--- src/rtl/mac_operand_skewer.sv ---
// ---------------------------------------------------------------------------
// mac_operand_skewer
//
// Upstream feeder for one edge of the systolic MAC array. Operand vectors of
// LANES signed elements are accepted over a valid/ready handshake, buffered
// in a DEPTH-entry FIFO, and emitted diagonally skewed so that lane i reaches
// MAC cell i i cycles after lane 0. A small FSM tracks the stream. It pulses
// done when the final lane of the s_last vector leaves the skewer.
//
// Datapath:
//   - A popped FIFO head first lands in a shared stage-0 register.
//   - Lane i then runs through a private chain of i+1 registers.
//   - The lane i output is therefore visible two edges after the pop, plus
//     i further edges.
//
// Ports:
//   clk          rising-edge clock
//   rst          asynchronous active-high reset
//   s_valid      input vector valid
//   s_ready      FIFO can accept; forced low while draining
//   s_data       input vector; lane i at [i*DATA_WIDTH +: DATA_WIDTH]
//   s_last       marks the final vector of a stream
//   hold         array stall: freezes pop and all skew registers
//   m_data       skewed operands, same lane packing as s_data
//   m_lane_valid per-lane valid for m_data
//   m_en         any lane valid and not held; drives mac_cell en
//   busy         FSM not idle
//   done         one-cycle pulse with the final lane of the s_last vector
//   bubble_cnt   (MACSKEW_STATS_EN only) saturating count of starved
//                streaming cycles
//
// Optional feature macro: MACSKEW_STATS_EN adds the bubble_cnt output.
// ---------------------------------------------------------------------------
module mac_operand_skewer #(
    parameter int DATA_WIDTH = 8,
    parameter int LANES      = 4,
    parameter int DEPTH      = 4
) (
    input  logic                        clk,
    input  logic                        rst,
    input  logic                        s_valid,
    output logic                        s_ready,
    input  logic [LANES*DATA_WIDTH-1:0] s_data,
    input  logic                        s_last,
    input  logic                        hold,
    output logic [LANES*DATA_WIDTH-1:0] m_data,
    output logic [LANES-1:0]            m_lane_valid,
    output logic                        m_en,
    output logic                        busy,
    output logic                        done
`ifdef MACSKEW_STATS_EN
    ,
    output logic [15:0]                 bubble_cnt
`endif
);

    localparam int PTR_W = $clog2(DEPTH);
    localparam int CNT_W = $clog2(DEPTH + 1);
    localparam int VEC_W = LANES * DATA_WIDTH;

    typedef enum logic [1:0] {
        IDLE   = 2'd0,
        STREAM = 2'd1,
        DRAIN  = 2'd2
    } state_t;

    state_t state_q, state_d;

    // ------------------------------------------------------------------
    // FIFO
    // ------------------------------------------------------------------
    logic [VEC_W-1:0] fifo_data [DEPTH];
    logic [DEPTH-1:0] fifo_last;
    logic [PTR_W-1:0] wr_ptr_q;
    logic [PTR_W-1:0] rd_ptr_q;
    logic [CNT_W-1:0] count_q;

    logic push;
    logic pop;
    logic head_last;

    // s_ready looks only at registered state, so it never depends on a
    // same-cycle pop: a full FIFO refuses a push even while popping.
    assign s_ready   = (count_q < CNT_W'(DEPTH)) && (state_q != DRAIN);
    assign push      = s_valid && s_ready;
    assign pop       = !hold && (count_q != '0) && (state_q != IDLE);
    assign head_last = fifo_last[rd_ptr_q];

    // Storage needs no reset; only count and pointers define occupancy.
    always_ff @(posedge clk) begin
        if (push) begin
            fifo_data[wr_ptr_q] <= s_data;
            fifo_last[wr_ptr_q] <= s_last;
        end
    end

    // DEPTH is a power of two, so the pointers wrap naturally.
    always_ff @(posedge clk or posedge rst) begin
        if (rst) begin
            wr_ptr_q <= '0;
            rd_ptr_q <= '0;
            count_q  <= '0;
        end else begin
            if (push) begin
                wr_ptr_q <= wr_ptr_q + 1'b1;
            end
            if (pop) begin
                rd_ptr_q <= rd_ptr_q + 1'b1;
            end
            if (push && !pop) begin
                count_q <= count_q + 1'b1;
            end else if (pop && !push) begin
                count_q <= count_q - 1'b1;
            end
        end
    end

    // ------------------------------------------------------------------
    // Skew pipeline
    // ------------------------------------------------------------------
    logic [VEC_W-1:0] st0_data_q;
    logic             st0_valid_q;
    logic             st0_last_q;

    // A cycle without a pop injects a zero bubble so the MACs add nothing.
    always_ff @(posedge clk or posedge rst) begin
        if (rst) begin
            st0_data_q  <= '0;
            st0_valid_q <= 1'b0;
            st0_last_q  <= 1'b0;
        end else if (!hold) begin
            st0_data_q  <= pop ? fifo_data[rd_ptr_q] : '0;
            st0_valid_q <= pop;
            st0_last_q  <= pop && head_last;
        end
    end

    for (genvar i = 0; i < LANES; i++) begin : g_lane
        logic [DATA_WIDTH-1:0] d_q [i+1];
        logic [i:0]            v_q;

        always_ff @(posedge clk or posedge rst) begin
            if (rst) begin
                for (int k = 0; k <= i; k++) begin
                    d_q[k] <= '0;
                end
                v_q <= '0;
            end else if (!hold) begin
                d_q[0] <= st0_data_q[i*DATA_WIDTH +: DATA_WIDTH];
                v_q[0] <= st0_valid_q;
                for (int k = 1; k <= i; k++) begin
                    d_q[k] <= d_q[k-1];
                    v_q[k] <= v_q[k-1];
                end
            end
        end

        assign m_data[i*DATA_WIDTH +: DATA_WIDTH] = d_q[i];
        assign m_lane_valid[i]                    = v_q[i];
    end

    // The last flag rides alongside the slowest lane only.
    logic [LANES-1:0] last_q;

    always_ff @(posedge clk or posedge rst) begin
        if (rst) begin
            last_q <= '0;
        end else if (!hold) begin
            last_q <= {last_q[LANES-2:0], st0_last_q};
        end
    end

    assign m_en = (|m_lane_valid) && !hold;
    assign done = m_lane_valid[LANES-1] && last_q[LANES-1] && !hold;
    assign busy = (state_q != IDLE);

    // ------------------------------------------------------------------
    // Stream FSM
    // ------------------------------------------------------------------
    always_ff @(posedge clk or posedge rst) begin
        if (rst) begin
            state_q <= IDLE;
        end else begin
            state_q <= state_d;
        end
    end

    always_comb begin
        state_d = state_q;
        unique case (state_q)
            IDLE: begin
                if (push) begin
                    state_d = STREAM;
                end
            end
            STREAM: begin
                if (pop && head_last) begin
                    state_d = DRAIN;
                end
            end
            DRAIN: begin
                if (done) begin
                    state_d = IDLE;
                end
            end
            default: state_d = IDLE;
        endcase
    end

`ifdef MACSKEW_STATS_EN
    // ------------------------------------------------------------------
    // Starvation statistics
    // ------------------------------------------------------------------
    logic [15:0] bubble_cnt_q;

    always_ff @(posedge clk or posedge rst) begin
        if (rst) begin
            bubble_cnt_q <= '0;
        end else if (state_q == IDLE && push) begin
            bubble_cnt_q <= '0;
        end else if (state_q == STREAM && !hold && count_q == '0
                     && bubble_cnt_q != 16'hFFFF) begin
            bubble_cnt_q <= bubble_cnt_q + 16'd1;
        end
    end

    assign bubble_cnt = bubble_cnt_q;
`endif

endmodule

--- config.mk ---
export PLATFORM = sky130hd
export DESIGN_NAME = mac_operand_skewer
export DESIGN_NICKNAME = d
export VERILOG_FILES = /design/src/rtl/mac_operand_skewer.sv
export SDC_FILE = /design/constraint.sdc
export NUM_CORES = 1
export LEC_CHECK = 0
export BUFFER_PORTS_ARGS = -buffer_cell sky130_fd_sc_hd__buf_2
export CORE_MARGIN = 4
export CORE_UTILIZATION = 45
export CTS_BUF_LIST = sky130_fd_sc_hd__clkbuf_8
export DETAILED_ROUTE_END_ITERATION = 16
export SKIP_CTS_REPAIR_TIMING = 1
export SLEW_MARGIN = 15
export SYNTH_ARGS = -nofsm -noshare
export SYNTH_HDL_FRONTEND = slang
export SYNTH_SLANG_ARGS = --single-unit
--- constraint.sdc ---
create_clock -name clk -period 3.9 [get_ports clk]
set_input_delay 0 -clock clk [delete_from_list [all_inputs] [get_ports clk]]
set_output_delay 0 -clock clk [all_outputs]
set_load 0.03 [all_outputs]
==> out/results.tsv <==
stage	metric	value	unit
clocking	clk slew on worst S/H paths	60	ps
cells_and_area	most frequent cells in the layout	edfxtp_1 (132), dfrtp_1 (129), mux2_2 (89)	
power	Sw Pwr	0.00261	W
routing	DR pass1 iterations	6	
flow_run	max_cap viols	0	
clocking	CTS tree	done	
cells_and_area	Reg area	7250	um2
power	Pint	0.00598	W
sta	RSZ-0062 raised after global routing	no	
routing	post-route antenna net violation count	0	
sta	TNS Setup	0	ps
sta	final setup fails	0	
floorplanning	Site Rows	54	
power	Seq pwr share	49.9	%
sta	Max Slew Vio Count	0	
synth	synth top area cells	edfxtp_1 (40%), dfrtp_1 (33%), mux2_2 (10%)	
sta	post-route minimum period	2280	ps
cells_and_area	fin cells	933	
routing	vias	4741	
outcome	status	finished clean	
routing	WL per Instance	17.8	um
floorplanning	Die Footprint	24600	um2
power	PwrDens	745	nW/um2
synth	#FFs+latches synth	263	
floorplanning	Initial Utilization	45.7	%
power	Gate power share	24.1	%
setup_path	worst reg2reg path endpoint	count_q[2]	
synth	Post-Synthesis Cells	513	
setup_path	Reg2Reg Launch Point	count_q[0]	
placement	Post-Place Cells	822	
hold_path	Hold Path Class	in2reg	
global_route	antenna violations before repair	0	
power	power consumption	0.00859	W
cells_and_area	# fillers	1786	
floorplanning	DIE HEIGHT	157	um
routing	vias per std cell	5.08	
sta	final setup skew	15.8	ps
sta	Rel. slew slack	35.3	%
synth	cell area after synthesis	9970	um2
synth	sequential-to-total area share from yosys stat	72.6	%
power	sw frac	30.4	%
setup_path	CP endpoint	count_q[2]	
global_route	Global Route Usage Sum	14.2	%
routing	final WL	16700	um
setup_path	crit start category	flip-flop	
placement	Routability Congestion	0.659	
cells_and_area	Ant. Diodes	0	
routing	Initial DRC Count	217	
cells_and_area	Layout Nets	664	
setup_path	CP arrival	2720	ps
clocking	worst skew pair latency	530	ps
setup_path	Max FO, Critical Path	5	
floorplanning	core area	21800	um2
cells_and_area	Layout Area Growth over Synthesis	15.7	%
sta	Final Hold Vio Count	0	
global_route	first-pass GRT wire length	27400	um
setup_path	Crit. End Element	flip-flop	
clocking	root buf cell	clkbuf_8	
sta	period utilization	58.5	%
synth	biggest area consumer among synthesized cells	edfxtp_1	
clocking	H-tree depth	2	
clocking	TritonCTS buffer count	42	
setup_path	worst setup path startpoint	count_q[0]	
setup_path	r2r setup slk	1620	ps
global_route	largest net degree at the start of global routing	104	
cells_and_area	area of the multi-input gates	2340	um2
synth	Syn. warnings	0	
clocking	# clock sinks	263	
clocking	clk buf depth	3	
cells_and_area	share of cells above drive strength 1	40.3	%
sta	FMAX	0.438	GHz
global_route	vias in the first global route	5163	
sta	worst slew pin tran	971	ps
power	worst vdd ir	0.000333	V
cells_and_area	most common cell after layout, fill and taps aside	edfxtp_1	
routing	DRC	0	
placement	HPWL Detailed	9110	um
power	Leakage	4.80	nW
floorplanning	io pins	77	
power	clock share of power	25.9	%
placement	port bufs	76	
synth	top-area cell type share of the netlist area	39.8	%
floorplanning	die width	157	um
synth	mean post-synth cell area	19.4	um2
setup_path	Critical Path RT	4330	ps
setup_path	Register-to-Register Path Depth	9	
synth	Synth cell types	31	
setup_path	crit path kind	reg2reg	
global_route	GRT overflow	0	
synth	Syn Nets	556	
## logic make-up after synthesis
family / after synthesis / synth area share (%)
simple gates: 19 / 1.14
compound gates: 37 / 3.14
mux: 123 / 17.8
buf+inv: 59 / 3.94
fa+ha+maj: 6 / 0.828
flops: 263 / 72.6
xor+xnor: 6 / 0.527
## power groups by stage
stage | combinational [W] | sequential (W) | clock, W
3_5_place_dp | 0.00209 | 0.00437 | 0
2_1_floorplan | 0.00192 | 0.00415 | 0
6_report | 0.00207 | 0.00429 | 0.00223
3_3_place_gp | 0.00204 | 0.00433 | 0
5_1_grt | 0.00226 | 0.00442 | 0.00244
4_1_cts | 0.00209 | 0.00432 | 0.00230
## layer usage
layer  up-vias  share of wire (%)  GRT usage, %
met5         -                  0             0
met4         0                1.5          4.42
met2        97                 50          23.3
li1       2161                  -             -
met1      2458                 44          18.1
met3        25                4.7          4.40
## area by class of cell
cell class	count	share of cell area [%]
Tap cell	280	3.04
Timing Repair Buffer	114	6.55
Clock inverter	31	1.59
Clock buffer	45	5.37
Sequential cell	263	62.8
Inverter	9	0.336
Multi-Input combinational cell	191	20.3
## critical path, cell delays in order, from the launching register on
cell and delay, ps:
dfrtp_1 420, nor3_1 460, nor3_4 80, inv_1 190, ha_1 210, inv_1 60, fa_1 370, xor2_1 150
nor2_1 120, xnor2_1 150
## worst min-delay path by stage
stage                     from                to  slack, ps  depth (start not counted)
finish                    hold        st0_last_q        110                          3
global route              hold       st0_valid_q        170                          3
CTS                 s_data[11]  fifo_data[2][11]       -350                          1
detailed placement  s_data[27]  fifo_data[2][27]        220                          1
global placement    s_data[12]  fifo_data[2][12]        210                          1
floorplan            s_data[0]   fifo_data[0][0]        100                          0
## Yosys cell counts (all sizes together)
cell      n
xor2      2
dfrtp   131
mux4     33
nor4b     1
a22o     32
ha        5
o31ai     1
clkbuf    1
o21ai     2
nor2b     1
edfxtp  132
buf      49
nor3b     1
a31oi     1
xnor2     4
inv       9
and2      4
fa        1
nor2      5
mux2     90
nor3      2
nor4      1
a311oi    1
nand2     4
## sequential cells by signal, indices dropped and copies added (netlist names)
name / flops
fifo_data: 128
g_lane.d_q: 56
st0_data_q: 32
m_data: 24
fifo_last: 4
g_lane.v_q: 4
last_q: 4
count_q: 3
rd_ptr_q: 2
state_q: 2
wr_ptr_q: 2
st0_last_q: 1
st0_valid_q: 1
## stage by stage
stage               util, %  setup slack, ps  area [um2]  hold WS [ps]
global placement       47.6             1660       10400           213
detailed placement     47.6             1590       10400           219
global route           52.8             1450       11500           168
CTS                    51.2             1570       11200          -348
finish                 52.8             1620       11500           111
floorplan                 -              402        9970          98.9
No activity file was read; power rests on OpenSTA's default activity.
